File: src/rtl/mcs4_fetch_sequencer.sv
// MCS-4 style fetch front end: phi2-driven phase sequencer, PC/address drive, opcode assembly, return stack.
// Optional `STACK_CHECK_EN adds the stack depth counter and the stack_err_o pulse.
module mcs4_fetch_sequencer #(
    parameter int ADDR_NIBBLES = 3,
    parameter int STACK_DEPTH  = 4
) (
    input  logic                      clk_i,
    input  logic                      RESET_i,
    input  logic                      phi1_i,
    input  logic                      phi2_i,
    input  logic [3:0]                d_i,
    output logic [3:0]                d_o,
    output logic                      d_oe_o,
    output logic                      sync_o,
    output logic [3:0]                phase_o,
    output logic                      instr_valid_o,
    output logic [3:0]                opr_o,
    output logic [3:0]                opa_o,
    output logic [4*ADDR_NIBBLES-1:0] operand_o,
    output logic                      two_word_o,
    output logic [4*ADDR_NIBBLES-1:0] pc_o,
    input  logic                      jump_i,
    input  logic                      call_i,
    input  logic                      ret_i,
    input  logic [4*ADDR_NIBBLES-1:0] jump_addr_i,
    output logic                      stack_err_o
);

    localparam int PW  = 4 * ADDR_NIBBLES;
    localparam int SPW = $clog2(STACK_DEPTH);
    localparam logic [3:0] PH_M1 = 4'(ADDR_NIBBLES);
    localparam logic [3:0] PH_M2 = 4'(ADDR_NIBBLES + 1);
    localparam logic [3:0] PH_X3 = 4'(ADDR_NIBBLES + 4);

    function automatic logic is_two_word(input logic [7:0] w);
        logic [3:0] hi;
        hi = w[7:4];
        return (hi == 4'h1) || (hi == 4'h4) || (hi == 4'h5) || (hi == 4'h7) ||
               ((hi == 4'h2) && (w[0] == 1'b0));
    endfunction

    logic           phi1_prev_q, phi2_prev_q;
    logic           phi2_rise_s;
    logic           phi1_rise_unused_s;
    logic [3:0]     phase_q, phase_d;
    logic [PW-1:0]  pc_q, pc_d;
    logic [SPW-1:0] sp_q, sp_d;
    logic [PW-1:0]  stack_q [STACK_DEPTH];
    logic [PW-1:0]  stack_d [STACK_DEPTH];
    logic           pending_q, pending_d;
    logic [3:0]     w1_opr_q, w1_opr_d, w1_opa_q, w1_opa_d;
    logic [3:0]     opr_hi_q, opr_hi_d;
    logic [7:0]     word_s;
    logic [3:0]     d_o_q, d_o_d;
    logic           d_oe_q, d_oe_d;
    logic           sync_q, sync_d;
    logic           valid_q, valid_d;
    logic [3:0]     opr_q, opr_d, opa_q, opa_d;
    logic [PW-1:0]  operand_q, operand_d;
    logic           two_word_q, two_word_d;
`ifdef STACK_CHECK_EN
    localparam int DW = $clog2(STACK_DEPTH + 1);
    logic [DW-1:0]  depth_q, depth_d;
    logic           err_q, err_d;
`endif

    assign phi2_rise_s        = phi2_i & ~phi2_prev_q;
    assign phi1_rise_unused_s = phi1_i & ~phi1_prev_q;

    // Previous-value registers for bus clock edge detection
    always_ff @(posedge clk_i or posedge RESET_i) begin
        if (RESET_i) begin
            phi1_prev_q <= 1'b0;
            phi2_prev_q <= 1'b0;
        end else begin
            phi1_prev_q <= phi1_i;
            phi2_prev_q <= phi2_i;
        end
    end

    // Phase sequencing, PC update, opcode assembly and stack control
    always_comb begin
        phase_d    = phase_q;
        pc_d       = pc_q;
        sp_d       = sp_q;
        stack_d    = stack_q;
        pending_d  = pending_q;
        w1_opr_d   = w1_opr_q;
        w1_opa_d   = w1_opa_q;
        opr_hi_d   = opr_hi_q;
        d_o_d      = d_o_q;
        d_oe_d     = d_oe_q;
        sync_d     = sync_q;
        valid_d    = 1'b0;
        opr_d      = opr_q;
        opa_d      = opa_q;
        operand_d  = operand_q;
        two_word_d = two_word_q;
`ifdef STACK_CHECK_EN
        depth_d    = depth_q;
        err_d      = 1'b0;
`endif
        word_s     = {opr_hi_q, d_i};
        if (phi2_rise_s) begin
            phase_d = (phase_q == PH_X3) ? 4'd0 : phase_q + 4'd1;
            case (phase_q)
                PH_M1: opr_hi_d = d_i;
                PH_M2: begin
                    pc_d = pc_q + PW'(1);
                    if (pending_q) begin
                        valid_d    = 1'b1;
                        opr_d      = w1_opr_q;
                        opa_d      = w1_opa_q;
                        operand_d  = PW'({w1_opa_q, word_s});
                        two_word_d = 1'b1;
                        pending_d  = 1'b0;
                    end else if (is_two_word(word_s)) begin
                        pending_d = 1'b1;
                        w1_opr_d  = word_s[7:4];
                        w1_opa_d  = word_s[3:0];
                    end else begin
                        valid_d    = 1'b1;
                        opr_d      = word_s[7:4];
                        opa_d      = word_s[3:0];
                        operand_d  = '0;
                        two_word_d = 1'b0;
                    end
                end
                PH_X3: begin
                    // ret outranks call; a call dropped by a concurrent ret never flags overflow
                    if (ret_i) begin
                        sp_d = sp_q - SPW'(1);
                        pc_d = stack_q[sp_q - SPW'(1)];
`ifdef STACK_CHECK_EN
                        if (depth_q == '0) err_d = 1'b1;
                        else depth_d = depth_q - DW'(1);
`endif
                    end else if (call_i) begin
                        stack_d[sp_q] = pc_q;
                        sp_d = sp_q + SPW'(1);
                        pc_d = jump_addr_i;
`ifdef STACK_CHECK_EN
                        if (depth_q == DW'(STACK_DEPTH)) err_d = 1'b1;
                        else depth_d = depth_q + DW'(1);
`endif
                    end else if (jump_i) begin
                        pc_d = jump_addr_i;
                    end else begin
                        pc_d = pc_q;
                    end
                    pending_d = (ret_i | call_i | jump_i) ? 1'b0 : pending_q;
                end
                default: pc_d = pc_q;
            endcase
            d_oe_d = (phase_d < PH_M1);
            sync_d = (phase_d != PH_X3);
            if (phase_d < PH_M1) d_o_d = 4'(pc_d >> {phase_d, 2'b00});
            else d_o_d = d_o_q;
        end else begin
            phase_d = phase_q;
        end
    end

    // State and output registers
    always_ff @(posedge clk_i or posedge RESET_i) begin
        if (RESET_i) begin
            phase_q    <= PH_X3;
            pc_q       <= '0;
            sp_q       <= '0;
            for (int i = 0; i < STACK_DEPTH; i++) stack_q[i] <= '0;
            pending_q  <= 1'b0;
            w1_opr_q   <= 4'h0;
            w1_opa_q   <= 4'h0;
            opr_hi_q   <= 4'h0;
            d_o_q      <= 4'h0;
            d_oe_q     <= 1'b0;
            sync_q     <= 1'b0;
            valid_q    <= 1'b0;
            opr_q      <= 4'h0;
            opa_q      <= 4'h0;
            operand_q  <= '0;
            two_word_q <= 1'b0;
`ifdef STACK_CHECK_EN
            depth_q    <= '0;
            err_q      <= 1'b0;
`endif
        end else begin
            phase_q    <= phase_d;
            pc_q       <= pc_d;
            sp_q       <= sp_d;
            for (int i = 0; i < STACK_DEPTH; i++) stack_q[i] <= stack_d[i];
            pending_q  <= pending_d;
            w1_opr_q   <= w1_opr_d;
            w1_opa_q   <= w1_opa_d;
            opr_hi_q   <= opr_hi_d;
            d_o_q      <= d_o_d;
            d_oe_q     <= d_oe_d;
            sync_q     <= sync_d;
            valid_q    <= valid_d;
            opr_q      <= opr_d;
            opa_q      <= opa_d;
            operand_q  <= operand_d;
            two_word_q <= two_word_d;
`ifdef STACK_CHECK_EN
            depth_q    <= depth_d;
            err_q      <= err_d;
`endif
        end
    end

    assign d_o           = d_o_q;
    assign d_oe_o        = d_oe_q;
    assign sync_o        = sync_q;
    assign phase_o       = phase_q;
    assign instr_valid_o = valid_q;
    assign opr_o         = opr_q;
    assign opa_o         = opa_q;
    assign operand_o     = operand_q;
    assign two_word_o    = two_word_q;
    assign pc_o          = pc_q;
`ifdef STACK_CHECK_EN
    assign stack_err_o   = err_q;
`else
    assign stack_err_o   = 1'b0;
`endif

endmodule

File: config.mk
export PLATFORM = sky130hd
export DESIGN_NAME = mcs4_fetch_sequencer
export DESIGN_NICKNAME = d
export VERILOG_FILES = /design/src/rtl/mcs4_fetch_sequencer.sv
export SDC_FILE = /design/constraint.sdc
export NUM_CORES = 1
export LEC_CHECK = 0
export BUFFER_PORTS_ARGS = -buffer_cell sky130_fd_sc_hd__buf_2
export CAP_MARGIN = 15
export CORE_ASPECT_RATIO = 0.9
export CORE_MARGIN = 3
export CORE_UTILIZATION = 53
export CTS_CLUSTER_DIAMETER = 60
export DETAILED_ROUTE_END_ITERATION = 8
export PLACE_DENSITY = 0.77
export SLEW_MARGIN = 30
export SYNTH_ARGS = -nofsm -noshare
export SYNTH_HDL_FRONTEND = slang
export SYNTH_SLANG_ARGS = --single-unit
export TNS_END_PERCENT = 20
File: constraint.sdc
create_clock -name clk_i -period 3.2 [get_ports clk_i]
set_clock_uncertainty 0.15 [all_clocks]
set_input_delay 0.16 -clock clk_i [delete_from_list [all_inputs] [get_ports clk_i]]
set_output_delay 0.16 -clock clk_i [all_outputs]
set_load 0.02 [all_outputs]
==> metrics.txt, run 1 <==
GRT Total Usage 23.92%; Mapped Cells 478; Post-synth EDFFs 0; worst reg-to-reg path cell count 7; Clock Root Buffer clkbuf_16; Antenna diodes 0; Critical Path AT around 2800 ps; Residual DRC 0; VDD IR max 0.4956 mV; CP Class reg -> reg; max-slew violation count 0; layout cell share with drive strength beyond 1 approximately a third; Power Total 4849 µW; detailed placer's ending HPWL roughly 9400 µm; fraction of registers with async set/reset 100.0%; Power Density ~760 mW/mm²; Setup WS post-layout 440.2 ps; CP max-delay cell nand3b_1; Mapped Nets a little over 500; syn avg cell area 11.63 µm²; vias per inst between 6 and 7; H-tree levels 3; Horiz. Die Dim 114.0 µm; Layout area overhead 14.40%; routed length per instance around 20 µm; Top FF cell, synth dfrtp_1; CP Launch Type flip-flop; Hold WC Path Type in -> reg; Tmin final 2760 ps; status completed; setup slack, reg-to-reg roughly 440 ps; RD Place Congestion 0.9588; Max Cap Viol 0; Achievable Freq 362.3 MHz; worst path cell trace inv_1 > ha_1 > nand3b_1 > o31a_1 > o32ai_1 > a211oi_1 > a221o_1; period utilisation layout 86.24%; Die Ht between 100 and 150 µm; Routed WL ~13,000 µm; synthesis-stage register bit count 108; first-pass GRT wire length 21,980 µm; Area contributors post-synth dfrtp_1 47%, mux2_2 13%, o21ai_0 3.1%; unrepaired setup endpoints after global routing no; dominant cell by count in the synthesized netlist dfrtp_1; I/O Pins 68; CP Launch Point phase_o[0]; CTS Buf Count 9; # fillers between 800 and 900; synthesized cell area 0.005559 mm²; Final Hold Viols 0; drt pass-1 iters 5; Reg clk slew, reported paths roughly 70 ps; port buffer count 65; Bufs on Longest Clock Path 2; total die area 0.01176 mm²; crit-path max cell delay 470 ps; FF-to-FF End d_o[1]; Lkg Pwr 0.003075 µW; Crit path max-delay family compound AO/OA/AOI/OAI gates; Clk Latency, worst-skew pair 340 ps; Reg-to-Reg Start phase_o[0]; Post-CTS Setup Repair Bufs 0; post-synth top area share 47.27%; vias in the first global route 4,155; Setup TNS 0 ps; Bufs and invs on worst path 1; Max-slew headroom between 40% and 50%; Hold WS 137.7 ps; number of routed nets with antenna violations 0; Total Nets Final between 500 and 600; crit end category flip-flop; WP depth 7; CP required ~3300 ps; Initial DRC Count 368; core area 0.009955 mm²; Critical path destination d_o[1]; Synth area leader dfrtp_1; Netlist cell types 65; DR vias between 4,000 and 5,000; GR Overflow Total 0; initial antenna violation count 0; Crit Path Max Fanout 14; pin count of the biggest net entering global routing between 80 and 90; Initial Util 55.84%; worst slew pin tran 765.2 ps; register area share after synthesis 48.68%; CTS tree built; Yosys warnings 0; CTS Sinks 108; top cells by instance count after synthesis 105 x dfrtp_1, 64 x mux2_2, 41 x nand2_1; final setup violation count 0; # rows 34; pre-CTS setup slack around 500 ps
[stage by stage]
step | std cells | instance area (µm²) | util (%)
final | 669 | 6360 | 63.89
after global routing | 669 | 6360 | 63.89
after CTS | 669 | 6360 | 63.89
after detailed placement | 647 | 5982 | 60.09
after global placement | 647 | 5979 | 60.07
after floorplan | 478 | 5559 | -
[report_power, final]
part / internal [µW] / switching, µW
sequential: 1640 / 418
combinational: 679 / 956
clock: 658 / 501
[cells by family (layout without fill, tap and decap cells)]
logic type / count (synthesis) / after routing / synth area share (%)
simple gates: 112 / 112 / 10.47
flops: 108 / 108 / 48.68
compound gates: 104 / 104 / 12.96
mux: 90 / 90 / 20.68
buf+inv: 47 / 112 / 4.074
fa+ha+maj: 8 / 8 / 1.801
xor+xnor: 8 / 8 / 1.260
other cells: 1 / 1 / 0.06746
[cell usage in the layout, fill, tap and decap left out, drive strengths merged, types with 3 or more instances in the layout]
cell         instances
nor2b                8
o21ai               34
nor4                 4
dfrtp              105
a21oi                9
buf                 81
nand2b               7
mux4                12
nor2                17
o32ai                3
xnor2                3
and3                 4
inv                 11
o41ai                3
a211oi               5
xor2                 5
nand3                8
dfstp                3
o211ai               5
nand4                3
ha                   8
mux2i               14
nand2               41
dlygate4sd3          6
a22o                13
mux2                64
or3                  4
a21o                 3
o22ai                3
nor3                 5
o21a                 4
clkbuf              11
[layer usage]
layer / track usage (%) / vias to the layer above / routed length, µm / share of wire [%]
li1: - / 1883 / - / -
met1: 34.42 / 2098 / 6083 / 45
met2: 37.94 / 154 / 6454 / 48
met3: 5.047 / 14 / 785 / 5.8
met4: 5.023 / 0 / 145 / 1.1
met5: 0 / - / 0 / 0
[registers in the layout, summed over array words and instances (netlist names)]
signal,flops
d_o,4
d_oe_o,1
instr_valid_o,1
opa_o,4
operand_o,12
opr_hi_q,4
opr_o,4
pc_o,12
pending_q,1
phase_o,4
phi2_prev_q,1
sp_q,2
stack_q,48
sync_o,1
two_word_o,1
w1_opa_q,4
w1_opr_q,4
[worst reg2reg max path, cell delays in order, from the launching register on]
cell and delay [ps]:
dfstp_2 430, inv_1 110, ha_1 430, nand3b_1 470, o31a_1 410, o32ai_1 300, a211oi_1 90, a221o_1 270
[worst min-delay path by stage]
stage	cells after the start	slack, ps	to	start
after floorplan	0	40	phi2_prev_q	phi2_i
final	4	140	sp_q[0]	call_i
after global placement	1	160	phi2_prev_q	phi2_i
after detailed placement	1	170	phi2_prev_q	phi2_i
after CTS	4	130	sp_q[0]	call_i
after global routing	3	150	pending_q	jump_i
[final cells by class]
type	count	area, µm²	area share (%)
tap	126	157.7	2.479
clock inverter	5	65.06	1.023
sequential	108	2706	42.55
clock buffer	11	252.7	3.974
timing repair buffer	87	505.5	7.948
inverter	9	38.79	0.6099
multi-input combinational	323	2634	41.41
[timing repair]
item,CTS,global route
hold buffers,6,0
endpoints found under the hold margin,94,0
resized for setup,0,0
No activity file was read; power rests on OpenSTA's default activity.
==> inputs of run 2 (changes only) <==
- RECOVER_POWER: default -> 50
==> run 2 against run 1 <==
  * The run now ends with max-capacitance violations, max-slew violations left
  * Total power fell by 0.78%
  * Fmax rose by 1.4%
  * Sequential share of layout area rose by 0.35 points
  * Via count barely moved
  * Global-route usage did not move
  * Final area fell by 0.83%
  * Critical path depth did not move
  * Worst setup slack improved by 37 ps
  * Sequential cell count did not move
  * Non-clock buffer count did not move
  * Register-to-register slack improved by 40 ps
  * Critical endpoint unchanged
==> metrics.txt, run 2 (synthesis results as in run 1) <==
H-tree levels 3; Clk Latency, worst-skew pair around 340 ps; Power Density 762.8 mW/mm²; Horiz. Die Dim 114.0 µm; cts repair resizes 0; hold depth 4; vias per inst 6.200; routed length per instance 20.15 µm; commonest non-fill, non-tap cell in the layout dfrtp_1; detailed placer's ending HPWL 9358 µm; Clock Root Buffer clkbuf_16; # fillers roughly 820; Bufs and invs on worst path 1; worst reg-to-reg path cell count 7; Reg-to-Reg Start phase_o[0]; I/O Pins 68; Final Util 63.36%; Final Hold Viols 0; hold path endpoint sp_q[0]; CTS Buf Count 9; Reg clk slew, reported paths approximately 70 ps; Crit Path Max Fanout 14; GR Overflow Total 0; total die area 0.01176 mm²; setup slack, reg-to-reg 480 ps; failing checks max-capacitance violations, max-slew violations; unrepaired setup endpoints after global routing no; drt pass-1 iters 5; Initial DRC Count between 300 and 400; Residual DRC 0; DR vias between 4,000 and 5,000; combinational cell fraction of total power 33.2%; GRT Total Usage 23.92%; port buffer count 65; switching share of power 38.97%; core area 0.009955 mm²; crit end category flip-flop; Int Pwr 2936 µW; Top reg by flops stack_q; Crit path max-delay family compound AO/OA/AOI/OAI gates; max-slew violation count 87; Die Ht 103.2 µm; period utilisation layout around 85%; Critical Path AT about 2800 ps; CP Launch Point phase_o[0]; Lkg Pwr 0.002929 µW; crit-path max cell delay 460 ps; worst path cell trace inv_1 > ha_1 > nand3b_1 > o31a_1 > o32ai_1 > a211oi_1 > a221o_1; CP required 3280 ps; Routed WL 13,480 µm; pin count of the biggest net entering global routing 87; CTS tree built; sw power 1875 µW; status finished, violations left; CTS Sinks 108; max reg flops 48; Max Cap Viol 1; Initial Util 55.84%; hold path start call_i; VDD IR max 0.4969 mV; initial antenna violation count 0; Setup TNS 0 ps; Total Nets Final 569; # rows 34; RD Place Congestion around 0.96; Hold WC Path Type in -> reg; FF-to-FF End d_o[1]; Seq pwr share between 40% and 50%; Layout area overhead 13.46%; Max-slew headroom -20.91%; worst slew pin tran 1814 ps; Bufs on Longest Clock Path 2; Achievable Freq 367.3 MHz; CP Class reg -> reg; layout cell share with drive strength beyond 1 about 26%; final setup violation count 0; number of routed nets with antenna violations 0; clock power share 24.1%; CP Launch Type flip-flop; Antenna diodes 0; most frequent cells in the layout 105 x dfrtp_1, 64 x mux2_2, 41 x nand2_1, 37 x clkbuf_1, 34 x o21ai_0; first-pass GRT wire length 21,980 µm; Tmin final 2723 ps; CP max-delay cell nand3b_1; vias in the first global route 4,155
run 2: cell types whose count changed in the layout (fill, tap and decap cells not counted), sizes merged:
cell | before | now
buf | 81 | 44
clkbuf | 11 | 48
clkinvlp | 0 | 1
inv | 11 | 10
run 2: final cells by class:
| type | instances | area [µm²] | share of cell area, % |
|---|---|---|---|
| inverter | 9 | 37.54 | 0.5951 |
| clock inverter | 5 | 65.06 | 1.032 |
| clock buffer | 11 | 252.7 | 4.007 |
| timing repair buffer | 87 | 454.2 | 7.201 |
| sequential | 108 | 2706 | 42.91 |
| tap | 126 | 157.7 | 2.500 |
| multi-input combinational | 323 | 2634 | 41.76 |
run 2: power by group through the flow:
stage                     clock, µW  combinational, µW  sequential, µW
after floorplan                   0               1080            2080
after global placement            0               1570            2040
after detailed placement          0               1610            2060
after CTS                      1190               1630            2040
after global routing           1240               1740            2100
final                          1160               1600            2060
run 2: through the flow:
stage	instances	setup WS (ps)	cell area [µm²]	hold WS, ps	total power (µW)
after global placement	647	554.3	5979	162.8	3612
after CTS	669	510.5	6360	128.4	4859
after detailed placement	647	514.6	5982	166.0	3671
after floorplan	478	49.37	5559	41.43	3153
after global routing	669	361.7	6307	149.5	5091
final	669	477.3	6307	140.3	4811
run 2: tightest hold or removal path, delay by kind of cell:
| kind | cells | cell delay, ps |
|---|---|---|
| xor+xnor | 1 | 120 |
| buf+inv | 1 | 140 |
| simple gates | 2 | 180 |
run 2: how the worst max path moves through the flow:
stage,end,depth (start not counted)
after floorplan,d_o[0],1
after global placement,w1_opa_q[1],6
after detailed placement,w1_opa_q[3],6
after CTS,w1_opa_q[3],6
after global routing,w1_opa_q[3],6
final,d_o[1],7
run 2: what timing repair did:
action                                 4_1_cts  5_1_grt
hold buffers                                 6        0
setup buffers                                0        0
endpoints found under the hold margin       94        0
run 2: layer usage:
metal / vias to the layer above / GRT usage [%] / routed length (µm) / share of wire (%)
met1: 2100 / 34.42 / 6090 / 45
met2: 149 / 37.94 / 6483 / 48
met5: - / 0 / 0 / 0
met3: 16 / 5.047 / 756 / 5.6
met4: 0 / 5.023 / 150 / 1.1
li1: 1883 / - / - / -
==> inputs of run 3 (changes only) <==
- PLACE_DENSITY: 0.77 -> 0.87
- SKIP_LAST_GASP: default -> 1
==> run 3 against run 2 <==
  * The run still ends with max-capacitance violations, max-slew violations left
  * Count of clock-buffer cells in the layout is 2 higher
  * Non-clock buffer count is 3 lower
  * Critical endpoint unchanged
  * Largest power group unchanged
  * Final cell count is 0.45% lower
  * Clock power is 4% lower
  * Combinational power hardly changed
  * Largest cell class unchanged
  * Sequential share of layout area hardly changed
==> metrics.txt, run 3 (synthesis results as in run 1) <==
status finished, violations left; failing checks max-capacitance violations, max-slew violations; Reg-to-Reg Start phase_o[0]; initial antenna violation count 0; CP Launch Type flip-flop; worst slew pin tran 2034 ps; Max-slew headroom -36.35%; Reg clk slew, reported paths 70 ps; unrepaired setup endpoints after global routing no; routed length per instance 19.74 µm; Die Ht 103.2 µm; # rows 34; Horiz. Die Dim 114.0 µm; GRT Total Usage a little under a quarter; hold depth 4; pin count of the biggest net entering global routing 63; Tmin final ~2900 ps; max reg flops 48; worst path cell trace inv_1 > ha_1 > nand3b_1 > o31a_1 > o32ai_1 > a211oi_1 > a221o_1; sw power about 1900 µW; Initial DRC Count 366; FF-to-FF End d_o[1]; setup slack, reg-to-reg 300 ps; vias in the first global route 4,021; Hold WS 129.1 ps; period utilisation layout between 90 and 100%; RD Place Congestion between 0.9 and 1; combinational cell fraction of total power 33.7%; Clk Latency, worst-skew pair around 340 ps; Clock Root Buffer clkbuf_16; switching share of power just under 40%; Top reg by flops stack_q; vias per inst roughly 6.2; Crit Path Max Fanout 14; Int Pwr 2901 µW; DR vias 4,153; Lkg Pwr ~0.0029 µW; max-slew violation count 47; final setup violation count 0; Total Nets Final 566; H-tree levels 3; commonest non-fill, non-tap cell in the layout dfrtp_1; Antenna diodes 0; Achievable Freq 345.1 MHz; Seq pwr share 43.0%; Layout area overhead 13.50%; # fillers roughly 760; Initial Util 55.84%; crit end category flip-flop; Routed WL 13,150 µm; Residual DRC 0; Max Cap Viol 1; most frequent cells in the layout 105 x dfrtp_1, 64 x mux2_2, 41 x nand2_1, 35 x buf_2, 34 x o21ai_0; total die area 0.01176 mm²; CP Class reg -> reg; clock power share between 20% and 30%; hold path endpoint sp_q[0]; number of routed nets with antenna violations 0; detailed placer's ending HPWL 9021 µm; Critical Path AT roughly 3000 ps; CP max-delay cell nand3b_1; CTS tree built; GR Overflow Total 0; port buffer count 65; drt pass-1 iters 5; core area roughly 0.010 mm²; Power Density 757.1 mW/mm²; worst reg-to-reg path cell count 7; I/O Pins 68; Final Hold Viols 0; layout cell share with drive strength beyond 1 26.85%; first-pass GRT wire length 21,130 µm; hold path start call_i; crit-path max cell delay around 500 ps; Setup TNS 0 ps; Hold WC Path Type in -> reg; CTS Buf Count 9; cts repair resizes 0; CP required 3280 ps; CTS Sinks 108; Bufs on Longest Clock Path 2; VDD IR max 0.6422 mV
-- run 3: worst max path at each step --
stage | from | endpoint | slack, ps | cells after the start
floorplan | RESET_i | d_o[0] | 50 | 1
global placement | phase_o[0] | d_o[1] | 520 | 7
detailed placement | phase_o[0] | d_o[1] | 450 | 7
CTS | phase_o[0] | d_o[1] | 440 | 7
global route | phase_o[0] | d_o[1] | 260 | 7
finish | phase_o[0] | d_o[1] | 300 | 7
-- run 3: final cells by class --
cell class | count | area [µm²] | share of cell area, %
Clock buffer | 13 | 280.3 | 4.442
Clock inverter | 3 | 25.02 | 0.3966
Inverter | 9 | 35.03 | 0.5552
Multi-Input combinational cell | 323 | 2644 | 41.90
Sequential cell | 108 | 2706 | 42.89
Tap cell | 126 | 157.7 | 2.499
Timing Repair Buffer | 84 | 461.7 | 7.317
-- run 3: stage by stage --
stage / utilization [%] / instance area, µm² / setup WS [ps] / cells / power, µW
6_report: 63.39 / 6310 / 302.5 / 666 / 4777
3_3_place_gp: 59.99 / 5972 / 517.2 / 643 / 3621
4_1_cts: 63.66 / 6337 / 444.2 / 665 / 4813
2_1_floorplan: - / 5559 / 49.37 / 478 / 3153
3_5_place_dp: 59.99 / 5972 / 453.1 / 643 / 3683
5_1_grt: 63.39 / 6310 / 262.1 / 666 / 5043
-- run 3: routing by layer --
layer | vias to the layer above | routed length [µm] | GRT usage [%]
li1 | 1873 | - | -
met1 | 2076 | 5597 | 31.63
met2 | 179 | 6353 | 37.62
met3 | 25 | 1001 | 4.519
met4 | 0 | 197 | 6.393
met5 | - | 0 | 0
-- run 3: critical path, delay by kind of cell, from the launching register on --
family	cells	cell delay [ps]
AOI/OAI and AO/OA	4	1150
DFF	1	440
adders and majority gates	1	420
buffers and inverters	1	100
and+or+nand+nor	1	510
-- run 3: power by group through the flow --
stage / Sequential (µW) / Combinational [µW] / Clock [µW]
6_report: 2050 / 1610 / 1110
5_1_grt: 2100 / 1750 / 1190
3_5_place_dp: 2070 / 1620 / 0
4_1_cts: 2040 / 1630 / 1140
3_3_place_gp: 2040 / 1580 / 0
2_1_floorplan: 2080 / 1080 / 0
-- run 3: timing repair --
action / CTS / global route
buffers inserted: 0 / 0
hold buffers: 6 / 0
endpoints found under the setup margin: 0 / 0
endpoints found under the hold margin: 56 / 0
